$ cat src/rtl/vga_sync_gen.sv
// rtl/vga_sync_gen.sv - 640x480@60 raster timing generator with registered, mutually aligned outputs.
// Optional frames-since-reset counter on frame_cnt when VGA_FRAME_CNT_EN is defined.
`timescale 1ns/1ps
module vga_sync_gen #(
   parameter int   H_ACTIVE = 640,
   parameter int   H_FP     = 16,
   parameter int   H_SYNC   = 96,
   parameter int   H_BP     = 48,
   parameter int   V_ACTIVE = 480,
   parameter int   V_FP     = 10,
   parameter int   V_SYNC   = 2,
   parameter int   V_BP     = 33,
   parameter logic SYNC_POL = 1'b0
) (
   input  logic       clk_d,
   input  logic       reset_n,
   input  logic       en,
   output logic [9:0] x,
   output logic [9:0] y,
   output logic       video_on,
   output logic       hsync,
   output logic       vsync,
   output logic       line_start,
   output logic       frame_start
`ifdef VGA_FRAME_CNT_EN
   ,
   output logic [7:0] frame_cnt
`endif
);

   localparam int H_TOTAL = H_ACTIVE + H_FP + H_SYNC + H_BP;
   localparam int V_TOTAL = V_ACTIVE + V_FP + V_SYNC + V_BP;

   localparam logic [9:0] H_LAST   = 10'(H_TOTAL - 1);
   localparam logic [9:0] V_LAST   = 10'(V_TOTAL - 1);
   localparam logic [9:0] H_ACT    = 10'(H_ACTIVE);
   localparam logic [9:0] V_ACT    = 10'(V_ACTIVE);
   localparam logic [9:0] HS_FIRST = 10'(H_ACTIVE + H_FP);
   localparam logic [9:0] HS_LAST  = 10'(H_ACTIVE + H_FP + H_SYNC - 1);
   localparam logic [9:0] VS_FIRST = 10'(V_ACTIVE + V_FP);
   localparam logic [9:0] VS_LAST  = 10'(V_ACTIVE + V_FP + V_SYNC - 1);

   logic [9:0] h_cnt_q, h_cnt_d;
   logic [9:0] v_cnt_q, v_cnt_d;
   logic [9:0] x_q, x_d;
   logic [9:0] y_q, y_d;
   logic       video_on_q, video_on_d;
   logic       hsync_q, hsync_d;
   logic       vsync_q, vsync_d;
   logic       line_start_q, line_start_d;
   logic       frame_start_q, frame_start_d;

   // Outputs describe the pixel the counters held before this enabled edge.
   always_comb begin
      h_cnt_d       = h_cnt_q;
      v_cnt_d       = v_cnt_q;
      x_d           = x_q;
      y_d           = y_q;
      video_on_d    = video_on_q;
      hsync_d       = hsync_q;
      vsync_d       = vsync_q;
      line_start_d  = 1'b0;
      frame_start_d = 1'b0;
      if (en) begin
         if (h_cnt_q == H_LAST) begin
            h_cnt_d = 10'd0;
            v_cnt_d = (v_cnt_q == V_LAST) ? 10'd0 : v_cnt_q + 10'd1;
         end else begin
            h_cnt_d = h_cnt_q + 10'd1;
         end
         x_d           = h_cnt_q;
         y_d           = v_cnt_q;
         video_on_d    = (h_cnt_q < H_ACT) && (v_cnt_q < V_ACT);
         hsync_d       = (h_cnt_q >= HS_FIRST && h_cnt_q <= HS_LAST) ? SYNC_POL : ~SYNC_POL;
         vsync_d       = (v_cnt_q >= VS_FIRST && v_cnt_q <= VS_LAST) ? SYNC_POL : ~SYNC_POL;
         line_start_d  = (h_cnt_q == 10'd0);
         frame_start_d = (h_cnt_q == 10'd0) && (v_cnt_q == 10'd0);
      end
   end

   always_ff @(posedge clk_d or negedge reset_n) begin
      if (!reset_n) begin
         h_cnt_q       <= 10'd0;
         v_cnt_q       <= 10'd0;
         x_q           <= 10'd0;
         y_q           <= 10'd0;
         video_on_q    <= 1'b0;
         hsync_q       <= ~SYNC_POL;
         vsync_q       <= ~SYNC_POL;
         line_start_q  <= 1'b0;
         frame_start_q <= 1'b0;
      end else begin
         h_cnt_q       <= h_cnt_d;
         v_cnt_q       <= v_cnt_d;
         x_q           <= x_d;
         y_q           <= y_d;
         video_on_q    <= video_on_d;
         hsync_q       <= hsync_d;
         vsync_q       <= vsync_d;
         line_start_q  <= line_start_d;
         frame_start_q <= frame_start_d;
      end
   end

   assign x           = x_q;
   assign y           = y_q;
   assign video_on    = video_on_q;
   assign hsync       = hsync_q;
   assign vsync       = vsync_q;
   assign line_start  = line_start_q;
   assign frame_start = frame_start_q;

`ifdef VGA_FRAME_CNT_EN
   logic [7:0] frame_cnt_q, frame_cnt_d;
   logic       started_q, started_d;

   // The first frame after reset is frame 0, so the count only moves from the second one on.
   always_comb begin
      frame_cnt_d = frame_cnt_q;
      started_d   = started_q;
      if (en && h_cnt_q == 10'd0 && v_cnt_q == 10'd0) begin
         if (started_q) begin
            frame_cnt_d = frame_cnt_q + 8'd1;
         end
         started_d = 1'b1;
      end
   end

   always_ff @(posedge clk_d or negedge reset_n) begin
      if (!reset_n) begin
         frame_cnt_q <= 8'd0;
         started_q   <= 1'b0;
      end else begin
         frame_cnt_q <= frame_cnt_d;
         started_q   <= started_d;
      end
   end

   assign frame_cnt = frame_cnt_q;
`endif

endmodule

$ cat config.mk
export PLATFORM = sky130hd
export DESIGN_NAME = vga_sync_gen
export DESIGN_NICKNAME = d
export VERILOG_FILES = /design/src/rtl/vga_sync_gen.sv
export SDC_FILE = /design/constraint.sdc
export NUM_CORES = 1
export LEC_CHECK = 0
export ABC_AREA = 1
export BUFFER_PORTS_ARGS = -buffer_cell sky130_fd_sc_hd__buf_2
export CORE_MARGIN = 5
export CORE_UTILIZATION = 51
export DETAILED_ROUTE_END_ITERATION = 8
export PLACE_DENSITY = 0.72
export SYNTH_ARGS = -nofsm -noshare
export SYNTH_HDL_FRONTEND = slang
export SYNTH_SLANG_ARGS = --single-unit
$ cat constraint.sdc
create_clock -name clk_d -period 1.22 [get_ports clk_d]
set_input_delay 0.366 -clock clk_d [delete_from_list [all_inputs] [get_ports clk_d]]
set_output_delay 0.366 -clock clk_d [all_outputs]
set_load 0.05 [all_outputs]
Word-level counts from Yosys, hierarchy flattened

Cells that the tools add are included.

Divide/modulo/power cells: 0
Magnitude comparators: 6
Shift operators: 0
Bitwise operators: 0
$mul: 0
Reduce and logical (&&, ||, !) cells: 7
Add/sub/neg operators: 2
Equality and inequality tests: 2
Muxes and demuxes: 6

Operators with widths:

| operator                                                            | count |
|---|---|
| adder 10 x 1 -> 10 bit (second input constant)                      | 2 |
| equality test 10 bit (second input constant)                        | 2 |
| zero test 10 bit                                                    | 2 |
| two-way mux 10 bit                                                  | 2 |
| greater-or-equal comparator 10 bit (second input constant)          | 1 |
| greater-or-equal comparator 10 x 9 -> 1 bit (second input constant) | 1 |
| less-or-equal comparator 10 bit (second input constant)             | 1 |
| less-or-equal comparator 10 x 9 -> 1 bit (second input constant)    | 1 |
| < comparator 10 bit (second input constant)                         | 1 |
| < comparator 10 x 9 -> 1 bit (second input constant)                | 1 |
| logical AND 1 bit                                                   | 4 |
| two-way mux 1 bit                                                   | 4 |
| AND reduction 2 bit                                                 | 1 |

RAM bits: 0
Flip-flop bits (word level): 45
Bits in read-only memories: 0
Logic and storage cells: 32
Output and inout bits: 25
Memories kept: 0
Input bits: 3
Bits in latches: 0

Logic depth before layout (Yosys ltp)

Depth in word-level cells: 3
Depth in mapped cells: 8
Mapped depth without buffers: 8

Worst setup path after synthesis

No wires, ideal clock.

Kind: reg-to-reg
Start point: register h_cnt_q[0]
End point: register v_cnt_q[2]
Data required time: 1,137 ps
Path buffers: 1
Cell stages (with the launch flop): 9
Period minus slack after synthesis: 1,254 ps
Slack: -34 ps
Arrival time: 1,172 ps
Setup time: 83 ps
Cell sequence: dfrtp_1 -> ha_1 -> inv_1 -> nor2_4 -> nand3_2 -> nor2_4 -> buf_6 -> nand3_1 -> o21ai_0

Cells in the longest elaborated chain, start to end: 2

Ends and longest elaborated chain:

| element                       | RTL line | text |
|---|---|---|
| from (decl)                   | 43       | `logic [9:0] h_cnt_q, h_cnt_d;` |
| from (signal assigned)        | 93       | `h_cnt_q <= h_cnt_d;` |
| equality test 10 bit          | 65       | `if (h_cnt_q == H_LAST) begin` |
| AND reduction 2 bit (no line) | -        |  |
| to (signal assigned)          | 94       | `v_cnt_q <= v_cnt_d;` |
| to (decl)                     | 44       | `logic [9:0] v_cnt_q, v_cnt_d;` |

Every way passes these cells.
A chain may end at the register's enable or synchronous reset.

Worst setup path after layout

Start point: register vsync_q, in the netlist vsync
End point: output vsync

RTL lines:

| element                | RTL line | text |
|---|---|---|
| from (decl)            | 49       | `logic vsync_q, vsync_d;` |
| from (signal assigned) | 89       | `vsync_q <= ~SYNC_POL;` |
| from (signal assigned) | 99       | `vsync_q <= vsync_d;` |
| to (decl)              | 22       | `output logic vsync,` |

No word-level cell between the ends.

==> run metrics <==
die width=74.6 um; total vias in the final route=2200; Cell Count, Final, Fillers Out=408; Synth Cell Area=0.00213 mm^2; multi-input logic area=997 um^2; R2R setup slack=-0.16 ns; DR vias/cell=5.39; cell chain of the critical path=buf_8; worst r2r src=h_cnt_q[1]$_DFFE_PN0P_; DRT antenna net count=0; routed len/inst=15.3 um; CP Max Fanout=2; RSZ-0062 raised after global routing=yes; total placed cells including tap cells=372; Pleak=1.63 nW; top cell type's share of synthesized area=0.505; final slew viol count=0; Crit. Startpoint=vsync$_DFFE_PN1P_; Final Util=0.819; post-route clock skew=0.00611 ns; FF-to-FF path depth=8; pre-CTS setup slack=-0.130 ns; count leader, synth=nand2_1; MaxCap Viol Count=0; Yosys top cell by area=dfrtp_1; HPWL after detailed placement=3660 um; maximum vdd ir drop=1.13 mV; clock-pin slew on the worst setup and hold paths=0.08 ns; Area contributors post-synth=dfrtp_1, nand2_1, o21ai_0; slowest CP cell=dfstp_2; first-pass GRT wire length=9460 um; Async SR Flop Fraction=1.00; syn avg cell area=8.32 um^2; initial antenna violation count=0; H-tree depth=2; Tmin final=1.39 ns; Final setup viols=39; violated checks=negative setup slack; Crit path arrival time=1.02 ns; Worst-Skew Late Latency=0.30 ns; grt ovf=0; CTS Buf Count=5; M2 GR Usage=0.357; GR peak layer=met2; Reg area=0.00113 mm^2; Max Clk Rate=720 MHz; Final Hold Fails=0; root buffer cell=clkbuf_8; Critical Path RT=0.85 ns; CTS sink cnt=45; die footprint=0.00557 mm^2; drt first pass iters=5; Hold/Removal Path Class=in -> async; Commonest cells post-synth=nand2_1, dfrtp_1, o21ai_0; status=complete, but fails checks; worst-case clock buffer depth=2; share of cells above drive strength 1=0.416; Crit path max-delay family=flip-flops; FILL cells=214; CTS tree=done; CTS hold repair buffers=0; Mapped Cells=256; post-synth cell types=23; Detailed Route Iter0 Violations=170; Largest stage delay, worst path=0.57 ns; FF+latch count, synth=45; IO Port Bufs=27; main flop type after synthesis=dfrtp_1; largest net degree at the start of global routing=46; power after layout=5.69 mW; crit end category=output port; Core Rows=23; post-route setup slack=-0.169 ns; met1 layer usage reported by global route=0.310; Syn. warnings=0; Syn-to-layout area delta=54.8%; number of global-route vias before repair=2089; core area=0.00403 mm^2; Slew @ Worst Pin=0.257 ns; Bufs and invs on worst path=1; Initial Util=0.529; Rel. slew slack=0.828; Post-synth EDFFs=0; syn_nets=263; Nets=364; final hold slack=0.0236 ns; GR Util All Layers=0.227; fin crit share=1.14; final WL=6250 um; Setup Crit Path Kind=reg -> out; CP startpoint kind=flop; met3 Usage GRT=0.0441; sequential area share after synthesis=0.530; GPL Wtd Cong=0.940; die height=74.6 um; n_diodes=0; Pwr Density=1730 mW/mm^2; FF-to-FF End=v_cnt_q[1]$_DFFE_PN0P_; num ports=28; post-route DRC violation count=0
==> power breakdown <==
part	internal (mW)	total (mW)	switching [mW]
Clock	0.398	0.929	0.531
Combinational	1.19	2.75	1.56
Sequential	1.79	2.02	0.229
==> sequential cells by signal, summed over array words and instances, names as in the netlist <==
name and cells:
h_cnt_q 10, video_on 1, x 10, hsync 1, frame_start 1, line_start 1, v_cnt_q 10, y 10
vsync 1
==> layout make-up <==
type | instances | share of cell area
inverters | 29 | 0.0345
clock buffers | 6 | 0.0220
multi-input cells | 174 | 0.302
well taps | 50 | 0.0190
clock inverters | 2 | 0.00303
flip-flops and latches | 45 | 0.343
repair buffers | 102 | 0.276
==> timing repair <==
action,4_1_cts,5_1_grt
pin swaps,11,13
cloned,0,0
buffers inserted,16,14
resized for setup,72,33
setup endpoints to repair,44,47
==> metal layers <==
layer,vias up,part of all wire
met5,-,0
met4,0,0.026
met3,24,0.066
met2,85,0.49
met1,1058,0.42
li1,1033,-
==> cell usage in the layout (no fill, tap or decap), drive strengths merged <==
cell type	instances
a21oi	2
a31oi	1
and3	1
buf	102
clkbuf	6
clkinv	2
dfrtp	43
dfstp	2
ha	4
inv	29
nand2	64
nand3	20
nand4	10
nor2	26
nor3	4
nor4	2
o21ai	34
xor2	6
==> stage by stage <==
stage | area, um^2 | TNS [ns]
after floorplan | 2130 | -0.0445
after global placement | 2680 | -0.786
after detailed placement | 2680 | -1.35
after CTS | 3090 | -1.91
after global routing | 3300 | -4.23
final | 3300 | -2.11
==> logic make-up after synthesis <==
group,share of synthesized area
XOR/XNOR,0.0247
flip-flops,0.530
AND/OR/NAND/NOR,0.265
buffers and inverters,0.0699
adder cells (fa/ha/maj),0.0235
AO/OA/AOI/OAI,0.0875
==> how the worst max path moves through the flow <==
stage | slack, ns | endpoint | cells after the start
after floorplan | -0.01 | v_cnt_q[0]$_DFFE_PN0P_ | 8
after detailed placement | -0.13 | v_cnt_q[1]$_DFFE_PN0P_ | 7
after global routing | -0.22 | v_cnt_q[2]$_DFFE_PN0P_ | 8
final | -0.17 | vsync | 1
after CTS | -0.16 | vsync | 1
after global placement | -0.11 | frame_start$_DFF_PN0_ | 5
Note: power is estimated with default switching activity, not from simulation.
